--- config.mk ---
export PLATFORM = sky130hd
export DESIGN_NAME = hk628_i2s_tx_flat
export DESIGN_NICKNAME = d
export VERILOG_FILES = /design/src/rtl/hk628_audio_pkg.sv /design/src/rtl/hk628_i2s_tx_if.sv /design/src/rtl/hk628_sync_fifo.sv /design/src/rtl/hk628_i2s_tx.sv /design/src/flat_wrapper.sv
export SDC_FILE = /design/constraint.sdc
export NUM_CORES = 1
export LEC_CHECK = 0
export BUFFER_PORTS_ARGS = -buffer_cell sky130_fd_sc_hd__buf_2
export CAP_MARGIN = 20
export CORE_UTILIZATION = 44
export DETAILED_ROUTE_END_ITERATION = 8
export HOLD_SLACK_MARGIN = 0.1
export PLACE_DENSITY = 0.64
export SYNTH_ARGS = -nofsm -noshare
export SYNTH_HDL_FRONTEND = slang
export SYNTH_SLANG_ARGS = --single-unit
--- constraint.sdc ---
create_clock -name clk -period 9.05 [get_ports clk]
set_clock_uncertainty 0.05 [all_clocks]
set_input_delay 0.905 -clock clk [delete_from_list [all_inputs] [get_ports clk]]
set_output_delay 0.905 -clock clk [all_outputs]
set_load 0.01 [all_outputs]
--- src/rtl/hk628_audio_pkg.sv ---
// Shared audio types, frame geometry and the slot bit-selection rule for the I2S transmitter.
// HK628_LEFT_JUSTIFIED_EN selects left-justified slot formatting instead of standard I2S.
package hk628_audio_pkg;

    localparam int unsigned SAMPLE_W   = 16;
    localparam int unsigned SLOT_W     = 32;
    localparam int unsigned FRAME_BITS = 64;
    localparam int unsigned BIT_CNT_W  = $clog2(FRAME_BITS);
    localparam int unsigned SLOT_IDX_W = $clog2(SLOT_W);

    typedef logic signed [SAMPLE_W-1:0] sample_t;

    typedef struct packed {
        sample_t l;
        sample_t r;
    } stereo_t;

    // Serial bit for frame position bc; upper bit of bc selects the channel.
    function automatic logic slot_bit(input stereo_t f, input logic [BIT_CNT_W-1:0] bc);
        logic [SLOT_IDX_W-1:0] b;
        sample_t               s;
        logic                  bit_v;
        b     = bc[SLOT_IDX_W-1:0];
        s     = bc[BIT_CNT_W-1] ? f.r : f.l;
        bit_v = 1'b0;
`ifdef HK628_LEFT_JUSTIFIED_EN
        if (b <= 5'd15) begin
            bit_v = s[4'(5'd15 - b)];
        end
`else
        if ((b >= 5'd1) && (b <= 5'd16)) begin
            bit_v = s[4'(5'd16 - b)];
        end
`endif
        return bit_v;
    endfunction

endpackage

--- src/rtl/hk628_i2s_tx_if.sv ---
// Stereo sample handshake between the PCM core and the I2S transmitter.
interface hk628_i2s_tx_if;
    import hk628_audio_pkg::*;

    sample_t in_l;
    sample_t in_r;
    logic    in_valid;
    logic    in_ready;

    modport master (output in_l, output in_r, output in_valid, input in_ready);
    modport slave  (input in_l, input in_r, input in_valid, output in_ready);

endinterface

--- src/rtl/hk628_sync_fifo.sv ---
// Single-clock FIFO of stereo frames; simultaneous push and pop are both honoured.
module hk628_sync_fifo
    import hk628_audio_pkg::*;
#(
    parameter int unsigned DEPTH = 4
) (
    input  logic                   clk,
    input  logic                   reset,
    input  logic                   push,
    input  logic                   pop,
    input  stereo_t                wr_data,
    output stereo_t                rd_data,
    output logic                   full,
    output logic                   empty,
    output logic [$clog2(DEPTH):0] count
);
    localparam int unsigned AW    = $clog2(DEPTH);
    localparam int unsigned CNT_W = AW + 1;

    stereo_t       mem [DEPTH];
    logic [AW-1:0] wr_ptr;
    logic [AW-1:0] rd_ptr;

    always_ff @(posedge clk) begin
        if (push) begin
            mem[wr_ptr] <= wr_data;
        end
    end

    always_ff @(posedge clk) begin
        if (reset) begin
            wr_ptr <= '0;
            rd_ptr <= '0;
            count  <= '0;
        end else begin
            if (push) begin
                wr_ptr <= wr_ptr + AW'(1);
            end
            if (pop) begin
                rd_ptr <= rd_ptr + AW'(1);
            end
            case ({push, pop})
                2'b10:   count <= count + CNT_W'(1);
                2'b01:   count <= count - CNT_W'(1);
                default: count <= count;
            endcase
        end
    end

    assign rd_data = mem[rd_ptr];
    assign full    = (count == CNT_W'(DEPTH));
    assign empty   = (count == '0);

endmodule

--- src/rtl/hk628_i2s_tx.sv ---
// I2S transmitter: buffers stereo samples and serialises them as SCLK/LRCLK/SDATA.
// Define HK628_LEFT_JUSTIFIED_EN for left-justified slot formatting.
module hk628_i2s_tx
    import hk628_audio_pkg::*;
#(
    parameter int unsigned SCLK_HALF_DIV = 8,
    parameter int unsigned FIFO_DEPTH    = 4
) (
    input  logic          clk,
    input  logic          reset,
    hk628_i2s_tx_if.slave in_if,
    input  logic          clr_underrun,
    output logic          underrun,
    output logic          frame_strobe,
    output logic          i2s_sclk,
    output logic          i2s_lrclk,
    output logic          i2s_sdata
);
    localparam int unsigned DIV_W = $clog2(SCLK_HALF_DIV);
    localparam int unsigned CNT_W = $clog2(FIFO_DEPTH) + 1;

    logic [DIV_W-1:0]     div_cnt;
    logic [BIT_CNT_W-1:0] bit_cnt;
    logic [BIT_CNT_W-1:0] bit_next;
    stereo_t              frame_q;
    stereo_t              frame_next;
    stereo_t              fifo_head;
    stereo_t              fifo_wdata;
    logic                 fifo_full;
    logic                 fifo_empty;
    logic [CNT_W-1:0]     fifo_count;
    logic                 push;
    logic                 pop;
    logic                 div_tc;
    logic                 sclk_fall;
    logic                 load;

    assign in_if.in_ready = (fifo_count != CNT_W'(FIFO_DEPTH));
    assign push           = in_if.in_valid && !fifo_full;

    always_comb begin
        fifo_wdata   = '0;
        fifo_wdata.l = in_if.in_l;
        fifo_wdata.r = in_if.in_r;
    end

    hk628_sync_fifo #(
        .DEPTH (FIFO_DEPTH)
    ) u_fifo (
        .clk     (clk),
        .reset   (reset),
        .push    (push),
        .pop     (pop),
        .wr_data (fifo_wdata),
        .rd_data (fifo_head),
        .full    (fifo_full),
        .empty   (fifo_empty),
        .count   (fifo_count)
    );

    // Frame boundary is the SCLK fall that wraps the bit counter 63 -> 0.
    always_comb begin
        div_tc     = (div_cnt == DIV_W'(SCLK_HALF_DIV - 1));
        sclk_fall  = div_tc && i2s_sclk;
        bit_next   = bit_cnt + BIT_CNT_W'(1);
        load       = sclk_fall && (bit_cnt == BIT_CNT_W'(FRAME_BITS - 1));
        pop        = load && !fifo_empty;
        frame_next = pop ? fifo_head : frame_q;
    end

    always_ff @(posedge clk) begin
        if (reset) begin
            div_cnt      <= '0;
            i2s_sclk     <= 1'b0;
            bit_cnt      <= BIT_CNT_W'(FRAME_BITS - 1);
            i2s_lrclk    <= 1'b0;
            i2s_sdata    <= 1'b0;
            frame_q      <= '0;
            frame_strobe <= 1'b0;
            underrun     <= 1'b0;
        end else begin
            frame_strobe <= 1'b0;
            if (div_tc) begin
                div_cnt  <= '0;
                i2s_sclk <= ~i2s_sclk;
            end else begin
                div_cnt <= div_cnt + DIV_W'(1);
            end
            if (sclk_fall) begin
                bit_cnt   <= bit_next;
                i2s_lrclk <= bit_next[BIT_CNT_W-1];
                i2s_sdata <= slot_bit(frame_next, bit_next);
                if (load) begin
                    frame_q      <= frame_next;
                    frame_strobe <= 1'b1;
                end
            end
            // An empty load repeats the held frame; setting beats clearing.
            if (load && fifo_empty) begin
                underrun <= 1'b1;
            end else if (clr_underrun) begin
                underrun <= 1'b0;
            end
        end
    end

endmodule

--- src/flat_wrapper.sv ---
// flat-port wrapper written by rule: the top's interface ports become plain ports
module hk628_i2s_tx_flat import hk628_audio_pkg::*;
#(
    parameter int unsigned SCLK_HALF_DIV = 8,
    parameter int unsigned FIFO_DEPTH    = 4
)
  (clk, reset, clr_underrun, underrun, frame_strobe, i2s_sclk, i2s_lrclk, i2s_sdata, in_if_in_l, in_if_in_r, in_if_in_valid, in_if_in_ready);
  hk628_i2s_tx_if in_if_i ();
  input  logic clk;
  input  logic reset;
  input  logic clr_underrun;
  output logic underrun;
  output logic frame_strobe;
  output logic i2s_sclk;
  output logic i2s_lrclk;
  output logic i2s_sdata;
  input wire logic [$bits(in_if_i.in_l)-1:0] in_if_in_l;
  input wire logic [$bits(in_if_i.in_r)-1:0] in_if_in_r;
  input wire logic [$bits(in_if_i.in_valid)-1:0] in_if_in_valid;
  output wire logic [$bits(in_if_i.in_ready)-1:0] in_if_in_ready;
  assign in_if_i.in_l = in_if_in_l;
  assign in_if_i.in_r = in_if_in_r;
  assign in_if_i.in_valid = in_if_in_valid;
  assign in_if_in_ready = in_if_i.in_ready;
  hk628_i2s_tx #(.SCLK_HALF_DIV(SCLK_HALF_DIV), .FIFO_DEPTH(FIFO_DEPTH)) u_core (.clk(clk), .reset(reset), .in_if(in_if_i), .clr_underrun(clr_underrun), .underrun(underrun), .frame_strobe(frame_strobe), .i2s_sclk(i2s_sclk), .i2s_lrclk(i2s_lrclk), .i2s_sdata(i2s_sdata));
endmodule
==> flow_summary.yaml, run 1 <==
synth:
  synthFlopType: "edfxtp_1"
  syn_avg_cell_area_um2: 14.5
  ys_warn_count: 0
  synth_edf_count: 128
  syn_inst: 514
  yosysSeqAreaShare_pct: 66.2
  syn_area_mm2: 0.00747
  synth_fp_nets: 560
  synth_seq_cells: 183
  synthArstFlopShare_pct: 0
  yosysUniqueCellTypes: 49
route:
  detail_route.first_pass.iterations: 4
  drc: 0
  drt-initial-drc-count: 256
  post_drt_wl_per_cell_um: 17.3
  drt-total-wl_mm: 13.5
  avgViaCountPerCell: 5.32
  ant_nets: 0
  num_vias: 4152
floorplanning:
  die_w_um: 132
  core_region_area_mm2: 0.0166
  die_area_mm2: 0.0175
  placementRows: 47
  start_util_pct: 45.1
  fp.dieH_um: 132
  io_pins: 42
power_and_ir_drop:
  seqPwrFrac_pct: 55.4
  p_comb_share_pct: 3.9
  p_clk_share_pct: 40.6
  switching_share_pct: 21.0
  peakVddDrop_mv: 0.121
  leakage_nw: 2.80
  p_switching_w: 0.000354
  p_int_w: 0.00133
  pwr_density_cell_mw_per_mm2: 201
cells_and_area:
  drive_gt1_share_pct: 21.3
  diodes: 0
  synthToLayoutAreaGrowth_pct: 12.1
  fin_nets: 593
clock_network:
  hold_buffers: 0
  cts_resized: 0
  cts_buffers: 17
  clockBufferDepth: 2
  root_buffer: "clkbuf_16"
  htreeDepth: 4
  cts_setup_buffers: 0
  clk_latency_ns: 0.42
  clkTransAtPathRegs_ns: 0.06
  cts_tree: "built"
  clock-sinks: 183
grt:
  grt_pass1_vias: 4238
  antenna_found_initial: 0
  grt_usage_pct: 16.7
  grt_max_degree: 56
  grt_pass1_wl_mm: 22.1
  globalRouteOverflowTotal: 0
flow_run:
  max_cap_violations: 0
timing:
  fin_crit_ns: 4.02
  final_hold_viol_count: 0
  fin_setup_tns_ns: 0
  drv_slew: 0
  worstMarginPinSlew_ns: 0.988
  clock.fmax_mhz: 249
  finalCritPeriodShare_pct: 44.4
  setup_slack_ns: 5.03
  rsz0062_at_grt: "no"
  setup_viol: 0
  slew_headroom_pct: 34.1
setup_path:
  cp-end-kind: "flop"
  crit_type: "reg -> reg"
  worstPathRequired_ns: 9.26
  crit_path_max_fanout: 46
  startpoint_type: "flop"
  cp.arrival_ns: 4.23
placed_design:
  port_buffers: 41
  gp_congestion: 0.870
  post-dp-hpwl_mm: 8.27
  pre_cts_slack_ns: 5.12
outcome:
  status: "finished, final reports clean"
worst_hold_path:
  hp-class: "reg -> reg"
## final timing paths
path,start,to,depth (start not counted),slack (ns)
setup / recovery,u_core.bit_cnt[0],u_core.i2s_sdata,11,5.03
hold / removal,u_core.div_cnt[0],u_core.div_cnt[0],1,0.39
setup reg to reg,u_core.bit_cnt[0],u_core.i2s_sdata,11,5.03
hold reg to reg,u_core.div_cnt[0],u_core.div_cnt[0],1,0.39
## flip-flops by register name (all words and copies together) (netlist names), named ones only
register / flops
u_core.u_fifo.mem: 128
u_core.frame_q: 32
u_core.bit_cnt: 6
u_core.div_cnt: 3
u_core.u_fifo.count: 3
u_core.u_fifo.rd_ptr: 2
u_core.u_fifo.wr_ptr: 2
u_core.frame_strobe: 1
u_core.i2s_lrclk: 1
u_core.i2s_sclk: 1
u_core.i2s_sdata: 1
u_core.underrun: 1
## area by class of cell
class,count,area (um2)
Fill cell,1425,8200
Sequential cell,183,4950
Multi-Input combinational cell,287,2310
Clock buffer,18,429
Tap cell,220,275
Timing Repair Buffer,48,258
Clock inverter,14,125
Inverter,10,37.5
## cell usage in the layout (no fill, tap or decap), types with 5 or more instances in the layout
cell type  instances
edfxtp_1         128
nand2_1           75
dfxtp_1           54
buf_2             41
mux4_2            35
a21oi_1           34
nor2_1            18
clkbuf_16         17
mux2i_1           14
nor3_1            12
nand2b_1          10
a211oi_1          10
inv_1              9
and3_1             9
ha_1               9
xnor2_1            8
buf_4              7
xor2_1             5
## synthesized netlist by cell type (8+ instances only)
| cell | count | area share (%) |
|---|---|---|
| a21oi_1 | 34 | 2.3 |
| edfxtp_1 | 128 | 51 |
| nand2b_1 | 10 | 0.84 |
| dfxtp_1 | 55 | 15 |
| inv_1 | 9 | 0.45 |
| mux4_2 | 35 | 11 |
| xnor2_1 | 8 | 0.94 |
| nor2_1 | 18 | 0.90 |
| buf_2 | 8 | 0.54 |
| clkbuf_1 | 15 | 0.75 |
| ha_1 | 9 | 1.5 |
| and3_1 | 9 | 0.75 |
| nor3_1 | 12 | 0.80 |
| a211oi_1 | 10 | 1.0 |
| nand2_1 | 75 | 3.8 |
| mux2i_1 | 14 | 1.9 |
## critical path: stages (launching register included)
cell and delay [ns]:
dfxtp_1 0.64, ha_1 0.38, nand4_1 0.17, or3_1 0.35, buf_4 0.28, inv_2 0.59
mux2_2 0.42, and3b_1 0.17, a311oi_1 0.26, a221oi_1 0.14, nor4_1 0.30, nor4_1 0.08
## power by group through the flow
| stage | Combinational (W) | Sequential (W) | Clock, W |
|---|---|---|---|
| floorplan | 0.0000374 | 0.000951 | 0 |
| global placement | 0.0000655 | 0.000951 | 0 |
| detailed placement | 0.0000680 | 0.000953 | 0 |
| CTS | 0.0000682 | 0.000935 | 0.000704 |
| global route | 0.0000738 | 0.000937 | 0.000737 |
| finish | 0.0000666 | 0.000935 | 0.000686 |
## metrics by stage
| stage | utilization (%) | power, W | area [um2] | cells | hold slack (ns) |
|---|---|---|---|---|---|
| 5_1_grt | 50.5 | 0.00175 | 8380 | 780 | 0.427 |
| 3_5_place_dp | 47.2 | 0.00102 | 7830 | 748 | 0.382 |
| 3_3_place_gp | 47.2 | 0.00102 | 7830 | 748 | 0.361 |
| 2_1_floorplan | - | 0.000989 | 7470 | 514 | 0.354 |
| 4_1_cts | 50.5 | 0.00171 | 8380 | 780 | 0.392 |
| 6_report | 50.5 | 0.00169 | 8380 | 780 | 0.393 |
## per-layer routing
layer	global-route usage (%)	wire length, um	vias up
met4	6.51	221	0
met3	4.00	476	18
li1	-	-	1989
met1	21.3	5940	2072
met5	0	0	-
met2	27.7	6830	73
## logic make-up after synthesis
| family | Yosys count | share of synthesized area (%) |
|---|---|---|
| buf+inv | 44 | 2.93 |
| xor+xnor | 13 | 1.52 |
| mux | 50 | 12.6 |
| simple gates | 151 | 9.71 |
| flops | 183 | 66.2 |
| compound gates | 63 | 5.31 |
| fa+ha+maj | 10 | 1.77 |
No activity file was read; power rests on OpenSTA's default activity.
==> run 2: changes to the inputs <==
- ABC_AREA: default -> 1
- PLACE_DENSITY: 0.64 -> 0.66
- clock period: 9.05 -> 3.35 ns (I/O delays scaled with it)
==> run 2 against run 1 <==
- sequential power grew to 2.7 times the previous value
- register-to-register slack lost 4.1 ns
- sequential cell count is the same
- cell count grew 40%
- maximum frequency grew 67%
- global-route usage grew 2.0 points
- first-iteration DRC count grew 28%
- clock power grew to 2.9 times the previous value
- core utilization grew 3.0 points
==> flow_summary.yaml, run 2 <==
route:
  top_layer_used: "met4"
  avgViaCountPerCell: 4.84
  drt-total-wl_mm: 15.3
  post_drt_wl_per_cell_um: 14.0
  detail_route.first_pass.iterations: 5
  wl_met3_um: 583
  ant_nets: 0
  wl_met2_mm: 7.32
  drc: 0
  wl_met1_mm: 7.03
  num_vias: 5266
  drt-initial-drc-count: 328
clock_network:
  cts_tree: "built"
  cts_setup_buffers: 0
  clkTransAtPathRegs_ns: 0.07
  clock-sinks: 183
  cts_buffers: 17
  clk_latency_ns: 0.43
  clockBufferDepth: 2
  root_buffer: "clkbuf_16"
  htreeDepth: 4
  cts_resized: 0
cells_and_area:
  largest_reg_flops: 128
  drive_gt1_share_pct: 11.0
  regArea_mm2: 0.00495
  fin_nets: 902
  max_flop_register: "u_core.u_fifo.mem"
  reg.largest.list: "u_core.u_fifo.mem (128), u_core.frame_q (32), u_core.bit_cnt (6)"
  diodes: 0
  multi_input_area_mm2: 0.00229
  layout.cells.non_filler: 1089
  synthToLayoutAreaGrowth_pct: 17.6
  fillCellCount: 1511
  layout_common_cells: "281 x nand2_1, 128 x edfxtp_1, 108 x nand3_1, 62 x nor2_1, 58 x inv_1"
  utilization_pct: 53.5
  layout_commonest_cell: "nand2_1"
power_and_ir_drop:
  p_comb_share_pct: 5.8
  peakVddDrop_mv: 0.386
  p_clk_share_pct: 41.9
  p_switching_w: 0.00104
  pwr_density_cell_mw_per_mm2: 538
  p_int_w: 0.00379
  leakage_nw: 3.65
  switching_share_pct: 21.5
  seqPwrFrac_pct: 52.3
floorplanning:
  placementRows: 47
  core_region_area_mm2: 0.0168
  start_util_pct: 45.5
  io_pins: 42
  die_area_mm2: 0.0179
  fp.dieH_um: 134
  die_w_um: 134
setup_path:
  crit_type: "reg -> reg"
  worstPathRequired_ns: 3.67
  r2r-start: "u_core.div_cnt[0]"
  r2r_slack_ns: 0.94
  crit_path_max_fanout: 20
  cp.arrival_ns: 2.73
  reg2reg_depth: 15
  cp-end-kind: "flop"
  startpoint_type: "flop"
  regToRegEndpoint: "u_core.i2s_sdata"
placed_design:
  post-dp-hpwl_mm: 9.01
  port_buffers: 41
  pre_cts_slack_ns: 0.956
  dp_cells: 1025
  gp_congestion: 0.798
synth:
  synth_xor_area_share_pct: 0.459
  synth_top_area_share_pct: 50.4
  yosys-top-cells-count: "281 x nand2_1, 128 x edfxtp_1, 108 x nand3_1"
  synthFlopType: "edfxtp_1"
  synth_seq_cells: 183
  ys_top_cells_by_area: "edfxtp_1 50%, dfxtp_1 14%, nand2_1 14%"
  synth_top_family_by_area: "simple AND/OR/NAND/NOR gates"
  yosysTopAreaCell: "edfxtp_1"
  yosysUniqueCellTypes: 29
  syn_avg_cell_area_um2: 9.69
  synth_compound_area_share_pct: 2.28
  synthArstFlopShare_pct: 0
  ys_warn_count: 0
  synth_fp_nets: 833
  synth_edf_count: 128
  syn_area_mm2: 0.00763
  synth-simple-area-share_pct: 25.1
  synthAdderAreaFrac_pct: 1.74
  yosysSeqAreaShare_pct: 64.8
  syn_inst: 787
  synthMuxAreaShare_pct: 0
  yosysMostFrequentCell: "nand2_1"
grt:
  grt_pass1_wl_mm: 25.4
  grt_pass1_vias: 5093
  grt_usage_pct: 18.7
  grt_max_degree: 65
  antenna_found_initial: 0
  globalRouteOverflowTotal: 0
flow_run:
  max_cap_violations: 0
worst_hold_path:
  hp-class: "in -> reg"
  min_to: "u_core.underrun"
  min-delay-start: "clr_underrun"
  hold_depth: 3
timing:
  clock.fmax_mhz: 415
  setup_slack_ns: 0.943
  final_hold_viol_count: 0
  fin_crit_ns: 2.41
  setup_viol: 0
  fin_setup_tns_ns: 0
  worstMarginPinSlew_ns: 0.709
  rsz0062_at_grt: "no"
  finalCritPeriodShare_pct: 71.9
  slew_headroom_pct: 52.7
  drv_slew: 0
outcome:
  status: "finished, final reports clean"
-- run 2: critical path, stage by stage, from the launching register on --
cell and delay [ns]:
dfxtp_1 0.34, ha_1 0.15, ha_1 0.17, nand2_1 0.09, nor2_1 0.17, nand3_1 0.38, buf_12 0.31, nand2_1 0.08
nand3_1 0.08, nand3_1 0.12, nand2_1 0.05, nor2_1 0.08, nand2_1 0.06, nand3_1 0.07, nand3_1 0.06, nand2_1 0.06
-- run 2: layout make-up --
cell class                 instances  area share, %
tap                              220           3.07
inverter                          59           2.47
clock buffer                      19           4.83
multi-input combinational        510           25.5
clock inverter                    13           1.87
timing repair buffer              85           7.14
sequential                       183           55.1
-- run 2: routing by layer --
layer	track usage [%]	up-vias
met5	0	-
met4	7.64	0
met3	3.92	20
met2	31.3	109
met1	23.7	2425
li1	-	2712
-- run 2: cell families after synthesis --
group                    Yosys count
AO/OA/AOI/OAI                     31
XOR/XNOR                           4
adder cells (fa/ha/maj)           10
buffers and inverters             94
flip-flops                       183
AND/OR/NAND/NOR                  465
-- run 2: what timing repair did --
item / CTS / global route
setup endpoints to repair: 0 / 0
endpoints found under the hold margin: 128 / 0
hold buffers: 32 / 0
-- run 2: how the worst max path moves through the flow --
stage / start / to / slack, ns / cells past startpoint
after floorplan: u_core.u_fifo.count[0] / u_core.u_fifo.mem[0][0] / 0.78 / 4
after global placement: u_core.div_cnt[0] / u_core.i2s_sdata / 0.99 / 15
after detailed placement: u_core.div_cnt[0] / u_core.i2s_sdata / 0.96 / 15
after CTS: u_core.div_cnt[0] / u_core.i2s_sdata / 0.93 / 15
after global routing: u_core.div_cnt[0] / u_core.i2s_sdata / 0.51 / 15
final: u_core.div_cnt[0] / u_core.i2s_sdata / 0.94 / 15
-- run 2: power by group through the flow --
stage | sequential [W] | clock (W) | combinational [W]
global route | 0.00253 | 0.00214 | 0.000315
global placement | 0.00257 | 0 | 0.000250
finish | 0.00252 | 0.00202 | 0.000280
detailed placement | 0.00257 | 0 | 0.000254
CTS | 0.00252 | 0.00206 | 0.000283
floorplan | 0.00257 | 0 | 0.000155
-- run 2: metrics by stage --
stage               power, W  cell area (um2)  hold WS, ns
finish               0.00482             8970        0.174
global route         0.00498             8970        0.168
CTS                  0.00486             8970        0.164
detailed placement   0.00282             8050        0.369
global placement     0.00282             8050        0.356
floorplan            0.00273             7630        0.347
